===== config.mk =====
export PLATFORM = sky130hd
export DESIGN_NAME = uart_tx
export DESIGN_NICKNAME = d
export VERILOG_FILES = /design/src/rtl/uart_pkg.sv /design/src/rtl/uart_baud_gen.sv /design/src/rtl/uart_tx.sv
export SDC_FILE = /design/constraint.sdc
export NUM_CORES = 1
export LEC_CHECK = 0
export ABC_CLOCK_PERIOD_IN_PS = 2300
export CAP_MARGIN = 20
export CORE_ASPECT_RATIO = 1.75
export CORE_MARGIN = 2
export CORE_UTILIZATION = 30
export CTS_CLUSTER_DIAMETER = 50
export DETAILED_ROUTE_END_ITERATION = 8
export SLEW_MARGIN = 20
export SYNTH_ARGS = -nofsm -noshare
export SYNTH_HDL_FRONTEND = slang
export SYNTH_SLANG_ARGS = --single-unit

===== constraint.sdc =====
create_clock -name clk_3125 -period 2.3 [get_ports clk_3125]
set_clock_uncertainty 0.1 [all_clocks]
set_input_delay 0.46 -clock clk_3125 [delete_from_list [all_inputs] [get_ports clk_3125]]
set_output_delay 0.46 -clock clk_3125 [all_outputs]
set_load 0.005 [all_outputs]

===== src/rtl/uart_pkg.sv =====
// rtl/uart_pkg.sv - shared UART state encoding, frame constants and parity helper
package uart_pkg;

    localparam int DEFAULT_CLKS_PER_BIT = 14;
    localparam int DATA_BITS            = 8;

    typedef enum logic [2:0] {
        IDLE,
        START,
        DATA,
        PARITY,
        STOP
    } uart_state_e;

    // odd=1 inverts the even-parity result
    function automatic logic calc_parity(input logic [DATA_BITS-1:0] data, input logic odd);
        return (^data) ^ odd;
    endfunction

endpackage


===== src/rtl/uart_baud_gen.sv =====
// rtl/uart_baud_gen.sv - bit-period counter, bit_tick on the last clock of each period
module uart_baud_gen #(
    parameter int CLKS_PER_BIT = 14
) (
    input  logic clk,
    input  logic rst_n,
    input  logic en,
    input  logic clr,
    output logic bit_tick
);

    localparam int CNT_W = (CLKS_PER_BIT > 1) ? $clog2(CLKS_PER_BIT) : 1;
    localparam logic [CNT_W-1:0] LAST = CNT_W'(CLKS_PER_BIT - 1);

    logic [CNT_W-1:0] cnt_q;
    logic [CNT_W-1:0] cnt_d;

    always_comb begin
        cnt_d = cnt_q;
        if (clr) begin
            cnt_d = '0;
        end else if (en) begin
            cnt_d = (cnt_q == LAST) ? '0 : cnt_q + CNT_W'(1);
        end
    end

    always_ff @(posedge clk or negedge rst_n) begin
        if (!rst_n) begin
            cnt_q <= '0;
        end else begin
            cnt_q <= cnt_d;
        end
    end

    assign bit_tick = en && !clr && (cnt_q == LAST);

endmodule


===== src/rtl/uart_tx.sv =====
// rtl/uart_tx.sv - UART frame transmitter: start, 8 data MSB first, parity, stop bit(s)
// UART_TX_ODD_PARITY_EN selects odd parity; even parity otherwise.
module uart_tx
    import uart_pkg::*;
#(
    parameter int CLKS_PER_BIT = DEFAULT_CLKS_PER_BIT,
    parameter int STOP_BITS    = 1
) (
    input  logic                 clk_3125,
    input  logic                 rst_n,
    input  logic                 tx_start,
    input  logic [DATA_BITS-1:0] tx_data,
    output logic                 tx,
    output logic                 tx_busy,
    output logic                 tx_done
);

`ifdef UART_TX_ODD_PARITY_EN
    localparam logic ODD_PARITY = 1'b1;
`else
    localparam logic ODD_PARITY = 1'b0;
`endif

    localparam logic [2:0] LAST_DATA = 3'(DATA_BITS - 1);
    localparam logic [2:0] LAST_STOP = 3'(STOP_BITS - 1);

    uart_state_e          state_q, state_d;
    logic [DATA_BITS-1:0] shift_q, shift_d;
    logic                 parity_q, parity_d;
    logic [2:0]           bit_idx_q, bit_idx_d;
    logic                 tx_q, tx_d;
    logic                 busy_q, busy_d;
    logic                 done_q, done_d;
    logic                 bit_tick;
    logic                 baud_clr;

    // Counter is held at zero while idle so the start bit gets a full period from the accept edge
    assign baud_clr = (state_q == IDLE);

    uart_baud_gen #(
        .CLKS_PER_BIT(CLKS_PER_BIT)
    ) u_baud (
        .clk      (clk_3125),
        .rst_n    (rst_n),
        .en       (!baud_clr),
        .clr      (baud_clr),
        .bit_tick (bit_tick)
    );

    always_comb begin
        state_d   = state_q;
        shift_d   = shift_q;
        parity_d  = parity_q;
        bit_idx_d = bit_idx_q;
        tx_d      = tx_q;
        busy_d    = busy_q;
        done_d    = 1'b0;

        unique case (state_q)
            IDLE: begin
                tx_d   = 1'b1;
                busy_d = 1'b0;
                if (tx_start) begin
                    shift_d   = tx_data;
                    parity_d  = calc_parity(tx_data, ODD_PARITY);
                    bit_idx_d = '0;
                    tx_d      = 1'b0;
                    busy_d    = 1'b1;
                    state_d   = START;
                end
            end
            START: begin
                if (bit_tick) begin
                    tx_d      = shift_q[DATA_BITS-1];
                    shift_d   = {shift_q[DATA_BITS-2:0], 1'b0};
                    bit_idx_d = '0;
                    state_d   = DATA;
                end
            end
            DATA: begin
                if (bit_tick) begin
                    if (bit_idx_q == LAST_DATA) begin
                        tx_d    = parity_q;
                        state_d = PARITY;
                    end else begin
                        tx_d      = shift_q[DATA_BITS-1];
                        shift_d   = {shift_q[DATA_BITS-2:0], 1'b0};
                        bit_idx_d = bit_idx_q + 3'd1;
                    end
                end
            end
            PARITY: begin
                if (bit_tick) begin
                    tx_d      = 1'b1;
                    bit_idx_d = '0;
                    state_d   = STOP;
                end
            end
            STOP: begin
                if (bit_tick) begin
                    if (bit_idx_q == LAST_STOP) begin
                        busy_d  = 1'b0;
                        done_d  = 1'b1;
                        state_d = IDLE;
                    end else begin
                        bit_idx_d = bit_idx_q + 3'd1;
                    end
                end
            end
            default: begin
                tx_d    = 1'b1;
                busy_d  = 1'b0;
                state_d = IDLE;
            end
        endcase
    end

    always_ff @(posedge clk_3125 or negedge rst_n) begin
        if (!rst_n) begin
            state_q   <= IDLE;
            shift_q   <= '0;
            parity_q  <= 1'b0;
            bit_idx_q <= '0;
            tx_q      <= 1'b1;
            busy_q    <= 1'b0;
            done_q    <= 1'b0;
        end else begin
            state_q   <= state_d;
            shift_q   <= shift_d;
            parity_q  <= parity_d;
            bit_idx_q <= bit_idx_d;
            tx_q      <= tx_d;
            busy_q    <= busy_d;
            done_q    <= done_d;
        end
    end

    assign tx      = tx_q;
    assign tx_busy = busy_q;
    assign tx_done = done_q;

endmodule


# Word level (Yosys, flattened, before mapping)
# Cells that the tools add are included.
# totals
regBits	22
inputBits	11
output_inout_bits	3
# op_classes
n_addsub	2
n_eq_ne	16
muxes	35
n_bitwise	2
reduce_logical	15
# ops
operator	n
2-to-1 mux 3 bit	13
2-to-1 mux 8 bit	4
one-hot mux 8 bit (3 select lines)	1
inequality test 2 bit, second input constant	9
one-hot mux 3 bit (5 select lines)	1
AND reduction 7 bit	2
one-hot mux 3 bit (4 select lines)	1
2-to-1 mux 1 bit	11
2-to-1 mux 4 bit	2
XOR reduction 8 bit	1
equality test 3 x 2 -> 1 bit, second input constant	2
equality test 3 bit, second input constant	2
logical NOT 3 bit	2
one-hot mux 1 bit (5 select lines)	1
AND reduction 5 bit	1
adder 4 x 1 -> 4 bit, second input constant	1
equality test 4 bit, second input constant	1
AND reduction 4 bit	1
nonzero test 4 bit	1
adder 3 x 1 -> 3 bit, second input constant	1
equality test 3 x 1 -> 1 bit, second input constant	1
one-hot mux 1 bit (3 select lines)	1
AND reduction 3 bit	1
nonzero test 3 bit	1
7 further kinds	8

# Depth between registers and ports, before layout
# Gate-level depths: netlist (run 1).
# depth
word_depth	5
depth_mapped	7
ltp_nobuf	6

# Cells and area by module
# Synthesis (run 1) repeated with hierarchy kept, for this count alone.
# hier_totals
cells_unflattened	139
area_unflattened_um2	1386.3
# modules_own_cells
mod	instances	cells_each	area_per_inst_um2	seq_area_each_um2
uart_tx	1	114	1157.4	451.7
uart_baud_gen	1	25	229.0	100.1

# Least setup slack after synthesis (run 1)
# No wires, ideal clock.
# synth_timing
path_kind	flip-flop to flip-flop
from	register bit_idx_q[0]
to	register shift_q[1]
setup_ps	125
arrival_time_ps	1808
slack_ps	267
path_stages_with_launch	6
n_path_buf	0
period_less_slack_ps	2033
path_cell_list	dfrtp_1 -> ha_1 -> ha_1 -> or3_1 -> o32ai_4 -> mux2_4
# synth_via
elab_chain_len	3
# synth_lines
item	line	source
start: declaration	uart_tx.sv:30	logic [2:0] bit_idx_q, bit_idx_d;
start signal: assignment	uart_tx.sv:131	bit_idx_q <= bit_idx_d;
equality test 3 bit	uart_tx.sv:82	if (bit_idx_q == LAST_DATA) begin
inequality test 2 bit (no line)	-	
AND reduction 5 bit (no line)	-	
end signal: assignment	uart_tx.sv:129	shift_q <= shift_d;
end: declaration	uart_tx.sv:28	logic [DATA_BITS-1:0] shift_q, shift_d;
# No other way between the ends.
# A chain may end at the register's enable or synchronous reset.

# Worst setup path in the final report (run 1)
# layout_timing
from	register u_baud.cnt_q[1]
to	register shift_q[6]
# layout_via
elab_chain_len	4
# layout_lines
item	line	source
start: declaration	uart_baud_gen.sv:15	logic [CNT_W-1:0] cnt_q;
start signal: assignment	uart_baud_gen.sv:31	cnt_q <= cnt_d;
equality test 4 bit *	uart_baud_gen.sv:35	assign bit_tick = en && !clr && (cnt_q == LAST);
logical AND 1 bit *	uart_baud_gen.sv:35	
inequality test 2 bit (no line)	-	
AND reduction 5 bit (no line) *	-	
# Mark *: on every way between the ends. The rest lies on a longest branch, timed or not.

==> results.md, run 1 <==
* Status: finished, final reports clean
* H-tree depth at 1
* Number of synthesized register bits at 22
* GP Congestion at 0.8446
* Clk root buf: clkbuf_8
* Starting Density at 0.3085
* Area of the multi-input gates at 724.4 um^2
* Placed Cells at 179
* First-pass GRT wire length at 4381 um
* Register Area at 551.8 um^2
* Post-DP HPWL at roughly 2100 um
* FF-to-FF setup slack at 0.16 ns
* Post_cts resized at 0
* Slew margin rel. at 0.6232
* Crit path cell chain: inv_1, ha_1, and3_1, mux2i_4, o32ai_4, mux2_4
* Post-Layout Cell Count at ~180
* Die footprint at 0.005061 mm^2
* Most Used Layer, Global Route: met2
* Startpoint Class: register
* Global-route usage over all layers at 0.1176
* Yosys warning count at 0
* Avg Cell Area, Syn at between 10 and 15 um^2
* Clock Path Buffers at 2
* Starting DRC count in detailed routing at 16
* Area fraction of the dominant cell type after synthesis at 0.3903
* Setup bufs post-CTS at 0
* Final setup violation count at 0
* Adder-Cell Fraction of Synth Area at 0.04647
* Drt first pass iters at 4
* Worst-Skew Late Latency at 0.26 ns
* Largest net degree at the start of global routing at 16
* Fin nets at 149
* CP bufs+invs at 1
* Total power at 750.6 uW
* Part of the Yosys area used for sequential elements at 0.4099
* Worst EP arrival at between 2 and 2.5 ns
* WL/cell at 14.63 um
* Critical path's top delay family: compound AO/OA/AOI/OAI gates
* Main combinational cell family by area after synthesis: multiplexers
* Critical path class: reg2reg
* Hold-fix buffers, CTS at 0
* GRT Residual Overflow at 0
* Met3 Use GR at 0.01935
* Layout cells sized above 1 at 0.2121
* Post-synthesis compound-gate area fraction at 0.1245
* Crit-path max FO at 8
* WL final at 2678 um
* CTS Sinks at 22
* Highest-count cells in the layout ignoring fill and taps: dfrtp_1, clkdlybuf4s50_1, xnor2_1
* Crit-path slowest cell: o32ai_4
* Vias in the first global route at 981
* Worst Tran Pin Value at 0.5652 ns
* Worst path max stage delay at 0.50 ns
* Fill cell count at between 400 and 500
* Antenna violations before repair at 0
* Global Route met1 Usage at 0.1312
* Static leakage at roughly 0.7 nW
* Num CTS Buffers at 3
* PortBufs at 13
* Hold Path Class: in2async
* Global Route met2 Usage at 0.2014
* Slew Limit Fails at 0
* ANT nets after route at 0
* Worst setup EP type: register
* Final Util at 0.3650
* Reg-to-Reg Start: u_baud.cnt_q[1]$_DFF_PN0_
* Post-synth cell types at 36
* Max frequency at 468.0 MHz
* Row count at 32
* Synth Instances at 115
* Clock transition at path regs at 0.08 ns
* CP Launch Point: u_baud.cnt_q[1]$_DFF_PN0_
* Mux contribution to synthesized area at 0.1868
* Post-Syn Nets at 131
* IO Pins at 14
* Antenna Cells at 0
* Post-synthesis xor/xnor area fraction at 0.07807
* RSZ-0062 raised after global routing: false
* Final worst path period need at 2.137 ns
* Post-Synth Simple-Gate Area at 0.1022
* Setup TNS at 0 ns
* Worst VDD drop at between 0.0003 and 0.0004 V
* Period utilization at 0.9289
* Netlist Area Pre-Place at 0.001346 mm^2
* Synth area leaders: dfrtp_1, mux2_4, xnor2_1, ha_1, mux2_1
* CTS tree: yes
* Chip width at 54.64 um
* DR vias at ~910
* DRC viols at 0
* Cell taking the most area after synthesis: dfrtp_1
* Die Span Y at 92.62 um
* Commonest non-fill, non-tap cell in the layout: dfrtp_1
* PD cells at between 400 and 500 mW/mm^2
* Max Cap Viol at 0
* Average via count per standard cell at 4.967
* Synth-to-Final Area Change at 18.31%
* Final Hold Fails at 0
* Core Region at 0.004364 mm^2
* WP data required at 2.35 ns
-- where the power goes --
group / switching (mW) / internal [mW] / leakage [nW]
registers: 0.00578 / 0.397 / 0.263
clock network: 0.121 / 0.152 / 0.0288
logic: 0.0309 / 0.0443 / 0.416
total: 0.157 / 0.593 / 0.708
-- cell families (layout without fill, tap and decap cells) --
kind of cell | count (synthesis) | after routing
muxes | 19 | 19
buffers and inverters | 14 | 31
AOI/OAI and AO/OA | 15 | 15
adders and majority gates | 5 | 5
xor gates and xnor gates | 12 | 12
DFF | 22 | 22
and+or+nand+nor | 28 | 28
-- layer usage --
metal / vias to the layer above / routed length [um]
met3: 11 / 88
met2: 22 / 1452
met4: 0 / 108
met5: - / 0
li1: 427 / -
met1: 449 / 1029
-- layout make-up --
type | count | share of cell area
multi-input cells | 79 | 0.4548
flip-flops and latches | 22 | 0.3464
repair buffers | 17 | 0.1005
well taps | 51 | 0.04006
clock buffers | 4 | 0.03456
inverters | 10 | 0.02357
-- cell usage after synthesis, drive strengths merged --
cell	instances
mux2i	4
a21oi	2
xnor2	11
dfstp	1
ha	5
nor3	1
o211ai	1
a2111oi	1
nor2b	1
o21ai	2
nor2	10
o22ai	3
or4b	1
a311oi	1
nand2	7
and3	1
nand2b	1
a31oi	1
o31ai	2
or3	2
o32ai	1
nand3	4
a21o	1
xor2	1
dfrtp	21
inv	10
buf	4
mux2	15
-- metrics by stage --
step | hold slack, ns | worst slack, ns | area [um^2]
after floorplan | 0.06441 | 0.2673 | 1346
after global placement | 0.3669 | 0.07944 | 1538
after detailed placement | 0.3926 | 0.06780 | 1538
after CTS | 0.3732 | 0.1578 | 1593
after global routing | 0.3847 | 0.05180 | 1593
final | 0.3644 | 0.1634 | 1593
-- state kept, by name, summed over array words and instances, names as in the netlist --
| signal | cells |
|---|---|
| shift_q | 8 |
| u_baud.cnt_q | 4 |
| parity_q | 1 |
| tx | 1 |
| bit_idx_q | 3 |
| state_q | 3 |
| tx_busy | 1 |
| tx_done | 1 |
-- final timing paths --
kind,endpoint,depth (start not counted)
min in group clk_3125,u_baud.cnt_q[0]$_DFF_PN0_,1
min,u_baud.cnt_q[3]$_DFF_PN0_,1
max,shift_q[6]$_DFFE_PN0P_,6
min reg2reg,u_baud.cnt_q[0]$_DFF_PN0_,1
max reg2reg,shift_q[6]$_DFFE_PN0P_,6
max in group asynchronous,shift_q[1]$_DFFE_PN0P_,2
(Power assumes the default switching activity.)
==> run 2: changes to the inputs <==
--- a/config.mk
+++ b/config.mk
@@ -15,4 +15,5 @@
 export SLEW_MARGIN = 20
 export SYNTH_ARGS = -nofsm -noshare
 export SYNTH_HDL_FRONTEND = slang
+export SYNTH_HIERARCHICAL = 1
 export SYNTH_SLANG_ARGS = --single-unit
==> results.md, run 2 <==
* Status: finished, final reports clean
* Highest-count cells in the layout ignoring fill and taps: dfrtp_1, clkdlybuf4s50_1, nor2_1, a21oi_1
* CP Launch Point: state_q[2]$_DFFE_PN0P_
* Clock transition at path regs at around 0.080 ns
* ANT nets after route at 0
* CP bufs+invs at 2
* Crit path to: bit_idx_q[0]$_DFFE_PN0P_
* Total power at 2.024 mW
* Synth Instances at 139
* Average via count per standard cell at 5.048
* FF-to-FF setup slack at ~0.17 ns
* PD cells at 1221 mW/mm^2
* Part of the Yosys area used for sequential elements at 0.3980
* Internal power at 1.206 mW
* Commonest cells in the netlist: dfrtp_1, a21oi_1, nor2_1
* Chip width at 55.39 um
* CTS Sinks at 22
* Synth area leaders: dfrtp_1, mux2i_1, xnor2_1, ha_1, a21oi_1
* Clock Path Buffers at 2
* Avg Cell Area, Syn at 9.974 um^2
* Antenna violations before repair at 0
* Final Hold Fails at 0
* Count leader, synth: dfrtp_1
* Final setup violation count at 0
* Core Region at 0.004444 mm^2
* Worst-Skew Late Latency at around 0.26 ns
* Worst VDD drop at 0.0006253 V
* WL final at 2690 um
* Largest net degree at the start of global routing at 16
* Worst setup EP type: register
* Crit-path slowest cell: or3_1
* Biggest regs: shift_q: 8 flops, u_baud/cnt_q: 4 flops
* Netlist Area Pre-Place at between 0.001 and 0.0015 mm^2
* DR vias at 1050
* Clock Power Share at 0.122
* Register Area at 551.8 um^2
* GRT Residual Overflow at 0
* Antenna Cells at 0
* Layout cells sized above 1 at 0.1656
* Final worst path period need at 2.131 ns
* Comb pwr share at 0.547
* Worst EP arrival at 2.18 ns
* Global-route usage over all layers at 0.1088
* Final Cell Area at 0.001658 mm^2
* EDFF count, synth at 0
* GP Congestion at 0.7467
* Area fraction of the dominant cell type after synthesis at 0.3791
* Starting Density at 0.3119
* Setup TNS at 0 ns
* Post-DP HPWL at 2101 um
* Static leakage at 0.6849 nW
* Final Util at 0.3730
* H-tree depth at 1
* DRC viols at 0
* Period utilization at 0.9263
* Row count at 32
* Clk root buf: clkbuf_8
* Die Span Y at 93.93 um
* Starting DRC count in detailed routing at 11
* RSZ-0062 raised after global routing: false
* Vias in the first global route at ~1.1k
* Synth-to-Final Area Change at 19.58%
* Max Cap Viol at 0
* Cell depth of the worst flop-to-flop path at 7
* Worst path depth at 7
* Crit path cell chain: or3_1, inv_2, nor3b_2, buf_4, o21bai_1, a21oi_2, mux2_4
* Num CTS Buffers at 3
* Slew Limit Fails at 0
* Net Sw Power at ~820 uW
* Slew margin rel. at 0.7274
* Crit-path max FO at 11
* Number of synthesized register bits at 22
* Cell taking the most area after synthesis: dfrtp_1
* CTS tree: yes
* Hold Path Class: in2async
* Startpoint Class: register
* Yosys warning count at 6
* WL/cell at 12.93 um
* Die footprint at about 0.0052 mm^2
* IO Pins at 14
* Switching Share at 0.4042
* Fin nets at ~170
* Critical path class: reg2reg
* PortBufs at 13
* Post-DP Area at between 0.0015 and 0.002 mm^2
* Hold-fix buffers, CTS at 0
* Fill cell count at approximately 450
* Part of the power in registers at 0.330
* Biggest register: shift_q
* Async SR Flop Fraction at 1.000
* Worst path max stage delay at approximately 0.52 ns
* Critical path's top delay family: simple AND/OR/NAND/NOR gates
* Most used DFF post-synth: dfrtp_1
* Commonest non-fill, non-tap cell in the layout: dfrtp_1
* Max frequency at 469.4 MHz
* Post-Syn Nets at 155
* Reg-to-Reg Start: state_q[2]$_DFFE_PN0P_
* R2R Path End: bit_idx_q[0]$_DFFE_PN0P_
* WP data required at 2.35 ns
* Post-synth cell types at 46
* First-pass GRT wire length at 4567 um
* Drt first pass iters at 4
* Worst Tran Pin Value at 0.4076 ns
* Area of the multi-input gates at 764.5 um^2
* Max reg flops at 8
run 2: metrics by stage:
stage | setup WS, ns | hold WS, ns | instances
2_1_floorplan | 0.006983 | 0.06441 | 139
3_3_place_gp | 0.1510 | 0.4106 | 203
3_5_place_dp | 0.1092 | 0.4243 | 203
4_1_cts | 0.09753 | 0.3908 | 207
5_1_grt | 0.002068 | 0.4124 | 208
6_report | 0.1694 | 0.3839 | 208
run 2: worst min-delay path by stage:
stage | slack [ns] | to
global placement | 0.41 | tx_busy$_DFFE_PN0P_
detailed placement | 0.42 | shift_q[7]$_DFFE_PN0P_
floorplan | 0.06 | bit_idx_q[0]$_DFFE_PN0P_
CTS | 0.39 | shift_q[4]$_DFFE_PN0P_
global route | 0.41 | shift_q[4]$_DFFE_PN0P_
finish | 0.38 | shift_q[4]$_DFFE_PN0P_
run 2: power by group through the flow:
stage / clock network, mW / registers, mW / logic, mW
after floorplan: 0 / 0.674 / 0.851
after global placement: 0 / 0.669 / 1.06
after detailed placement: 0 / 0.676 / 1.11
after CTS: 0.254 / 0.668 / 1.11
after global routing: 0.269 / 0.694 / 1.24
final: 0.248 / 0.669 / 1.11
run 2: logic make-up (layout without fill, tap and decap cells):
kind of cell,after synthesis,count (layout),share of synthesized area
and+or+nand+nor,44,44,0.1814
AOI/OAI and AO/OA,33,33,0.1796
DFF,22,22,0.3980
buffers and inverters,16,34,0.05775
muxes,10,10,0.07581
xor gates and xnor gates,9,9,0.06228
adders and majority gates,5,5,0.04513
run 2: area by class of cell:
| cell class | instances | area share |
|---|---|---|
| flip-flops and latches | 22 | 0.3328 |
| multi-input cells | 101 | 0.4611 |
| well taps | 51 | 0.03849 |
| clock buffers | 4 | 0.02717 |
| repair buffers | 20 | 0.1177 |
| inverters | 10 | 0.02264 |
run 2: per-layer routing:
metal | up-vias | wire (um) | track usage
met5 | - | 0 | 0
met4 | 0 | 40 | 0.04268
met3 | 5 | 50 | 0.01377
met2 | 15 | 1421 | 0.2004
li1 | 519 | - | -
met1 | 511 | 1177 | 0.1253
run 2: what timing repair did:
| action | in CTS | in global routing |
|---|---|---|
| gates resized for setup | 0 | 2 |
| setup buffers | 0 | 1 |
| setup endpoints to repair | 0 | 9 |
==> run 3: changes to the inputs <==
--- a/config.mk
+++ b/config.mk
@@ -5,7 +5,6 @@
 export SDC_FILE = /design/constraint.sdc
 export NUM_CORES = 1
 export LEC_CHECK = 0
-export ABC_CLOCK_PERIOD_IN_PS = 2300
 export CAP_MARGIN = 20
 export CORE_ASPECT_RATIO = 1.75
 export CORE_MARGIN = 2
==> results of run 3 <==
Same layout as run 2: the final DEF is identical, and so are final timing and power.
